### config.mk
export PLATFORM = sky130hd
export DESIGN_NAME = data_mem_arbiter
export DESIGN_NICKNAME = d
export VERILOG_FILES = /design/src/rtl/data_mem_arbiter.sv
export SDC_FILE = /design/constraint.sdc
export NUM_CORES = 1
export LEC_CHECK = 0
export ABC_AREA = 1
export CAP_MARGIN = 10
export CORE_AREA = 4 4 115 117
export CTS_CLUSTER_SIZE = 16
export DETAILED_ROUTE_END_ITERATION = 12
export DIE_AREA = 0 0 119 121
export GPL_ROUTABILITY_DRIVEN = 1
export PLACE_DENSITY = 0.81
export SYNTH_ARGS = -nofsm -noshare
export SYNTH_HDL_FRONTEND = slang
export SYNTH_SLANG_ARGS = --single-unit
export TNS_END_PERCENT = 20
### constraint.sdc
create_clock -name clock -period 3.5 [get_ports clock]
set_input_delay 0.7 -clock clock [delete_from_list [all_inputs] [get_ports clock]]
set_output_delay 0.7 -clock clock [all_outputs]
set_load 0.01 [all_outputs]
### src/rtl/data_mem_arbiter.sv
// Two-requester arbiter in front of a single-port 32-bit data memory.
// Requester A is the core load/store unit, requester B is the DMA/debug
// port. Grants are combinational, responses come back one cycle later.
// A requester may lock ownership for up to MAX_BURST consecutive beats,
// otherwise contention is resolved round-robin on the last granted side.

module data_mem_arbiter #(
   parameter int unsigned MAX_BURST = 4,
   parameter int unsigned DEPTH     = 16384
) (
   input  logic        clock,
   input  logic        reset,

   input  logic        a_req,
   input  logic        a_lock,
   input  logic        a_we,
   input  logic [31:0] a_addr,
   input  logic [31:0] a_wdata,
   output logic        a_gnt,
   output logic        a_rvalid,
   output logic [31:0] a_rdata,
   output logic        a_err,

   input  logic        b_req,
   input  logic        b_lock,
   input  logic        b_we,
   input  logic [31:0] b_addr,
   input  logic [31:0] b_wdata,
   output logic        b_gnt,
   output logic        b_rvalid,
   output logic [31:0] b_rdata,
   output logic        b_err,

   output logic        mem_writeEn,
   output logic [31:0] mem_address,
   output logic [31:0] mem_write_data,
   input  logic [31:0] mem_read_data
);

   localparam logic [31:0] DEPTH_W    = 32'(DEPTH);
   localparam logic [4:0]  MAX_BURST_W = 5'(MAX_BURST);

   typedef enum logic [1:0] {
      IDLE,
      OWN_A,
      OWN_B
   } state_t;

   state_t      state;
   logic        last_grant;
   logic [3:0]  burst_cnt;

   logic        any_gnt;
   logic        win_we;
   logic        win_lock;
   logic [31:0] win_addr;
   logic [31:0] win_wdata;
   logic        beat_legal;
   logic        owner_dropped;
   logic        win_continues;
   logic [4:0]  cnt_next;
   logic        can_hold;

   // Pick this cycle's winner: a live owner keeps the port, otherwise the
   // side that did not win last time gets priority; nothing is granted in reset.
   always_comb begin
      a_gnt = 1'b0;
      b_gnt = 1'b0;
      if (reset) begin
         if (state == OWN_A && a_req) begin
            a_gnt = 1'b1;
         end else if (state == OWN_B && b_req) begin
            b_gnt = 1'b1;
         end else if (a_req && b_req) begin
            if (last_grant) begin
               a_gnt = 1'b1;
            end else begin
               b_gnt = 1'b1;
            end
         end else if (a_req) begin
            a_gnt = 1'b1;
         end else if (b_req) begin
            b_gnt = 1'b1;
         end
      end
   end

   // Route the winner onto the memory port, check its beat for alignment and
   // range, and work out whether its lock can carry ownership into next cycle.
   always_comb begin
      any_gnt        = a_gnt | b_gnt;
      win_we         = b_gnt ? b_we    : a_we;
      win_lock       = b_gnt ? b_lock  : a_lock;
      win_addr       = b_gnt ? b_addr  : a_addr;
      win_wdata      = b_gnt ? b_wdata : a_wdata;
      beat_legal     = (win_addr[1:0] == 2'b00) && ({2'b00, win_addr[31:2]} < DEPTH_W);

      mem_writeEn    = any_gnt & win_we & beat_legal;
      mem_address    = any_gnt ? win_addr  : 32'h0;
      mem_write_data = any_gnt ? win_wdata : 32'h0;

      owner_dropped  = (state == OWN_A && !a_req) || (state == OWN_B && !b_req);
      win_continues  = (a_gnt && state == OWN_A) || (b_gnt && state == OWN_B);
      cnt_next       = (win_continues ? {1'b0, burst_cnt} : 5'd0) + 5'd1;
      can_hold       = win_lock && (cnt_next < MAX_BURST_W);
   end

   // Ownership/burst bookkeeping plus the one-cycle-late response registers;
   // reset clears everything and discards any beat that was in flight.
   always_ff @(posedge clock) begin
      if (!reset) begin
         state      <= IDLE;
         last_grant <= 1'b1;
         burst_cnt  <= 4'd0;
         a_rvalid   <= 1'b0;
         a_err      <= 1'b0;
         a_rdata    <= 32'h0;
         b_rvalid   <= 1'b0;
         b_err      <= 1'b0;
         b_rdata    <= 32'h0;
      end else begin
         if (any_gnt) begin
            if (can_hold) begin
               state     <= a_gnt ? OWN_A : OWN_B;
               burst_cnt <= cnt_next[3:0];
               if (owner_dropped) begin
                  last_grant <= (state == OWN_B);
               end
            end else begin
               state      <= IDLE;
               burst_cnt  <= 4'd0;
               last_grant <= b_gnt;
            end
         end else if (state != IDLE) begin
            state      <= IDLE;
            burst_cnt  <= 4'd0;
            last_grant <= (state == OWN_B);
         end

         a_rvalid <= a_gnt;
         a_err    <= a_gnt & ~beat_legal;
         if (a_gnt) begin
            a_rdata <= (beat_legal && !win_we) ? mem_read_data : 32'h0;
         end

         b_rvalid <= b_gnt;
         b_err    <= b_gnt & ~beat_legal;
         if (b_gnt) begin
            b_rdata <= (beat_legal && !win_we) ? mem_read_data : 32'h0;
         end
      end
   end

endmodule

# ---- After elaboration in Yosys (flattened, before gate mapping)
# Cells that the tools add are included.
dict set report totals {
  in_bits 168
  rom_bits 0
  ramBits 0
  latchBits 0
  word_cells 72
  n_memories 0
  output_inout_bits 135
  ff_bits 75
}
dict set report op_classes {
  reduce_logical 19
  eq_ne 3
  n_mux 32
  div 0
  multipliers 0
  order_cmp 2
  shifts 0
  n_addsub 1
  bitwise_logic 6
}
# op n
set ops {}
lappend ops {{$mux W32} 5}
lappend ops {{$lt A30 B15 Y1 const B} 1}
lappend ops {{$mux W1} 19}
lappend ops {{$mux W4} 4}
lappend ops {{$logic_and A1 B1 Y1} 10}
lappend ops {{$mux W2} 4}
lappend ops {{$add A4 B1 Y5 const B} 1}
lappend ops {{$lt A5 B3 Y1 const B} 1}
lappend ops {{$and A1 B1 Y1} 4}
lappend ops {{$reduce_bool A2 Y1} 2}
lappend ops {{$logic_not A1 Y1} 3}
lappend ops {{$ne A3 B3 Y1 const B} 1}
lappend ops {{$eq A2 B1 Y1 const B} 1}
lappend ops {{$eq A2 B2 Y1 const B} 1}
lappend ops {{$logic_not A2 Y1} 1}
lappend ops {{$logic_or A1 B1 Y1} 2}
lappend ops {{$reduce_and A2 Y1} 1}
lappend ops {{$not A1 Y1} 1}
lappend ops {{$or A1 B1 Y1} 1}

# ---- Longest topological paths before layout
# Gate-level depths: netlist of the first run.
dict set report logic_depth {
  depth_word 14
  depth_mapped 21
  depth_no_buf 20
}

# ---- Least setup slack after synthesis of the first run
# Ideal clock, no wire load.
dict set report synth_timing {
  path_type {input to output}
  from {input port a_req}
  to {output port mem_writeEn}
  arrival_time_ns 2.154
  path_buffers 3
  slack_ns 0.646
  required_time_ns 2.800
  path_stages 14
  path_cell_list {nand2_1 > inv_1 > nand2_4 > nand3_2 > buf_6 > buf_6 > nand2_1 > nand2_1 > nor2_1 > nand2_1 > nor2_4 > buf_6 > nand2_1 > nor3_1}
}
dict set report synth_via {
  elab_chain_cells 9
  word_cells_on_any_way 20
  cone_classes {order compare: 1; mux: 12; bitwise: 3; reduce/logical: 4}
}
# item line_no
set synth_rtl {}
lappend synth_rtl {{start: declaration} 14} ;# input logic a_req,
lappend synth_rtl {{$mux W1 / $logic_and A1 B1 Y1 (equally long branches)} {80, 74}}
lappend synth_rtl {{$mux W1} 74} ;# end else if (a_req && b_req) begin
lappend synth_rtl {{$mux W1} 72} ;# end else if (state == OWN_B && b_req) begin
lappend synth_rtl {{$mux W1} 70} ;# if (state == OWN_A && a_req) begin
lappend synth_rtl {{$mux W1} 69} ;# if (reset) begin
lappend synth_rtl {{$mux W32} 94} ;# win_addr = b_gnt ? b_addr : a_addr;
lappend synth_rtl {{$lt A30 B15 Y1 / $logic_not A2 Y1 (equally long branches)} 96} ;# beat_legal = (win_addr[1:0] == 2'b00) && ({2'b00, win_addr[31:2]} < DEPTH_W);
lappend synth_rtl {{$logic_and A1 B1 Y1} 96}
lappend synth_rtl {{$and A1 B1 Y1 (*)} 98} ;# mem_writeEn = any_gnt & win_we & beat_legal;
lappend synth_rtl {{end: declaration} 34} ;# output logic mem_writeEn,
# Mark *: on every way between the ends. The rest lies on a longest branch, timed or not.

# ---- Final worst setup path of the first run
dict set report layout_timing {
  from {input port a_req}
  to {output port a_gnt}
}
dict set report layout_via {
  elab_chain_cells 5
  word_cells_on_any_way 7
  cone_classes {mux: 5; reduce/logical: 2}
}
# item line_no
set layout_rtl {}
lappend layout_rtl {{$mux W1 / $logic_and A1 B1 Y1 (equally long branches)} {80, 74}}
lappend layout_rtl {{$mux W1} 74}
lappend layout_rtl {{$mux W1} 72}
lappend layout_rtl {{$mux W1 (*)} 70}
lappend layout_rtl {{$mux W1 (*)} 69}
lappend layout_rtl {{end: declaration} 19} ;# output logic a_gnt,
# Marks and branches as above.

==> results of run 1 <==
-- path summary, 6_finish.rpt --
| kind | slack (ps) | to | startpoint |
|---|---|---|---|
| worst min register to register | 440 | burst_cnt[3] | burst_cnt[3] |
| worst min-delay path | 440 | burst_cnt[3] | burst_cnt[3] |
| worst max register to register | 970 | last_grant | state[1] |
| worst max-delay path | 100 | a_gnt | a_req |
-- routing by layer --
layer  wire (um)  vias up  GRT usage, %
li1            -     2763             -
met1        7262     2436         28.06
met2        8545      226         39.70
met3        1486       31         6.434
met4         410        0         6.734
met5           0        -             0
-- cell usage after synthesis (5+ instances only) --
| library cell | n | area, um^2 |
|---|---|---|
| nand2_1 | 237 | 889.6 |
| o21ai_0 | 81 | 405.4 |
| dfxtp_1 | 75 | 1501 |
| inv_1 | 69 | 259.0 |
| a21oi_1 | 68 | 340.3 |
| clkbuf_1 | 34 | 127.6 |
| nand4_1 | 25 | 156.4 |
| nand4_2 | 20 | 250.2 |
| nor2_1 | 14 | 52.55 |
| buf_6 | 7 | 78.83 |
| nand3_1 | 7 | 35.03 |
| buf_1 | 5 | 18.77 |
-- flip-flops by register name (all words and copies together), names as in the netlist, 2 cells and up --
name and cells:
burst_cnt 4, b_rdata 32, a_rdata 32, state 2
-- cell usage in the layout, fill, tap and decap left out, types with 4 or more instances in the layout --
master / n
nand4_1: 25
nand3_1: 7
dfxtp_1: 75
nand2_1: 235
clkdlybuf4s50_1: 249
nand4_2: 20
dlygate4sd2_1: 21
clkbuf_16: 9
a21oi_1: 68
o21ai_0: 78
inv_1: 69
buf_4: 37
nor2_1: 14
dlymetal6s2s_1: 30
buf_12: 4
-- per-stage QoR --
step                      hold WS [ps]  setup slack (ps)
after global routing             485.4            -12.26
after global placement           430.5            -129.9
after detailed placement         430.2            -163.9
final                            438.9             101.0
after floorplan                  416.9             645.6
after CTS                        441.0            -53.91
-- critical path, delay by kind of cell --
| kind | cells | cell delay, ps |
|---|---|---|
| AND/OR/NAND/NOR | 4 | 350 |
| buffers and inverters | 7 | 1640 |
-- layout make-up --
| cell class | count | area [um^2] | area share (%) |
|---|---|---|---|
| timing repair buffer | 344 | 3441 | 42.91 |
| sequential | 75 | 1501 | 18.72 |
| tap | 172 | 215.2 | 2.684 |
| multi-input combinational | 468 | 2297 | 28.65 |
| clock buffer | 9 | 225.2 | 2.809 |
| clock inverter | 7 | 65.06 | 0.8114 |
| inverter | 73 | 274.0 | 3.417 |
-- cell families (layout without fill, tap and decap cells) --
group | after synthesis | count (layout)
buffers and inverters | 125 | 433
AO/OA/AOI/OAI | 151 | 151
adder cells (fa/ha/maj) | 1 | 1
flip-flops | 75 | 75
AND/OR/NAND/NOR | 315 | 315
multiplexers | 1 | 1
-- report_power, final --
part           switching [mW]  leakage, nW  internal, mW
logic                   0.480         3.34         0.567
clock network           0.403        0.141         0.499
registers              0.0475        0.622         0.950
-- timing repair --
item / 4_1_cts / 5_1_grt
resized for setup: 26 / 46
setup buffers: 1 / 0
endpoints found under the setup margin: 65 / 44
gates cloned: 0 / 0
pin swaps: 1 / 0
==> impl_metrics.tcl, run 1 <==
set metrics [dict create \
    status "finished, final reports clean" \
    path_clk_slew_ps 60 \
    numCtsBuffers 9 \
    die_x_um 119 \
    drt_first_pass_iters 6 \
    hold_path.class "reg2reg" \
    gr-usage-all-layers_pct 23.06 \
    io_buffers 302 \
    drc_errors 0 \
    ant_nets 0 \
    ys.flop_type "dfxtp_1" \
    grt_max_degree 67 \
    synthArstFlopShare_pct 0 \
    yosys.cell_types.count 26 \
    wl_per_cell_um 15.42 \
    powerDensity_nw_per_um2 367.4 \
    placed_cells 1132 \
    rows 41 \
    cts_buffer_depth 2 \
    gp_congestion 0.9116 \
    slowest_delay_ps 570 \
    endpoint_kind "output pin" \
    cts_tree "done" \
    cts_max_level 3 \
    ctsHoldBuffers 0 \
    critPathKind "in2out" \
    min_period_over_period_pct 97.11 \
    crit_chain "clkdlybuf4s50_1 > nand2_1 > inv_1 > nand2_4 > buf_4 > nand3_1 > nand2_2 > buf_4 > buf_4 > clkinv_1 > clkdlybuf4s50_1" \
    dieHeight_um 121 \
    cap_violations 0 \
    power_mw 2.946 \
    final.min_clock_period_ps 3399 \
    slew_headroom_pct 56.94 \
    synth-xor-area-share_pct 0 \
    cp_max_fo 5 \
    initial_core_util_pct 34.76 \
    slowest_stage "clkdlybuf4s50_1" \
    critPathArrivalTime_ps 2700 \
    cts-root-buf "clkbuf_16" \
    dr_total_vias 5456 \
    first_iter_violations 400 \
    placed_area_um2 7640 \
    cpMostUsedCell "buf_4" \
    routed_wl_um 17700 \
    synth_simple_gate_area_share_pct 34.35 \
    syn-num-nets 837 \
    n_antenna_cell 0 \
    muxShareOfSynthArea_pct 0.3202 \
    core-area_um2 12360 \
    design.portCount 303 \
    num-fill-cells 1078 \
    setup_tns_ps 0 \
    grt-ovfl-total 0 \
    setup_viol 0 \
    required_ps 2800 \
    peakVddDrop_v 0.0004177 \
    utilization_pct 64.86 \
    die-area_um2 14400 \
    final_cells 1148 \
    clk_latency_ps 330 \
    p_leak_nw 4.101 \
    hpwl_um 13010 \
    antenna_found_initial 0 \
    crit_path_start_kind "input pin" \
    finalMaxSlewViolations 0 \
    fmax_mhz 294.2 \
    drive_gt1_share_pct 9.836 \
    synthAdderAreaFrac_pct 0.2911 \
    syn-cell-area_um2 4298 \
    grt_pass1_vias 5221 \
    avgSynthCellArea_um2 6.434 \
    fin_skew_ps 8.650 \
    cts_sinks 75 \
    grt_pass1_wl_um 27040 \
    synth_top_family_by_area "simple AND/OR/NAND/NOR gates" \
    worst_hold_path.num_cells 2 \
    synth-compound-area-share_pct 17.67 \
    synthCells 668 \
    synth_edf_count 0 \
    ys_ff_latch 75 \
    num-nets-final 1140 \
    rsz0062_at_grt "yes" \
    vias_per_cell 4.753 \
    area_growth_pct 86.58 \
    reg2reg_depth 20 \
    yosys_warnings 0 \
    hold_violations 0 \
    ys_seq_area_share_pct 34.93 \
    finish.instance_area_um2 8019 \
    worst_slew_pin_slew_ps 646.0 \
]
Note: power is estimated with default switching activity, not from simulation.
==> run 2, diff against run 1 <==
--- a/config.mk
+++ b/config.mk
@@ -8,7 +8,6 @@
 export ABC_AREA = 1
 export CAP_MARGIN = 10
 export CORE_AREA = 4 4 115 117
-export CTS_CLUSTER_SIZE = 16
 export DETAILED_ROUTE_END_ITERATION = 12
 export DIE_AREA = 0 0 119 121
 export GPL_ROUTABILITY_DRIVEN = 1
==> results of run 2 <==
The final DEF is identical to that of run 1; final timing and power are the same.
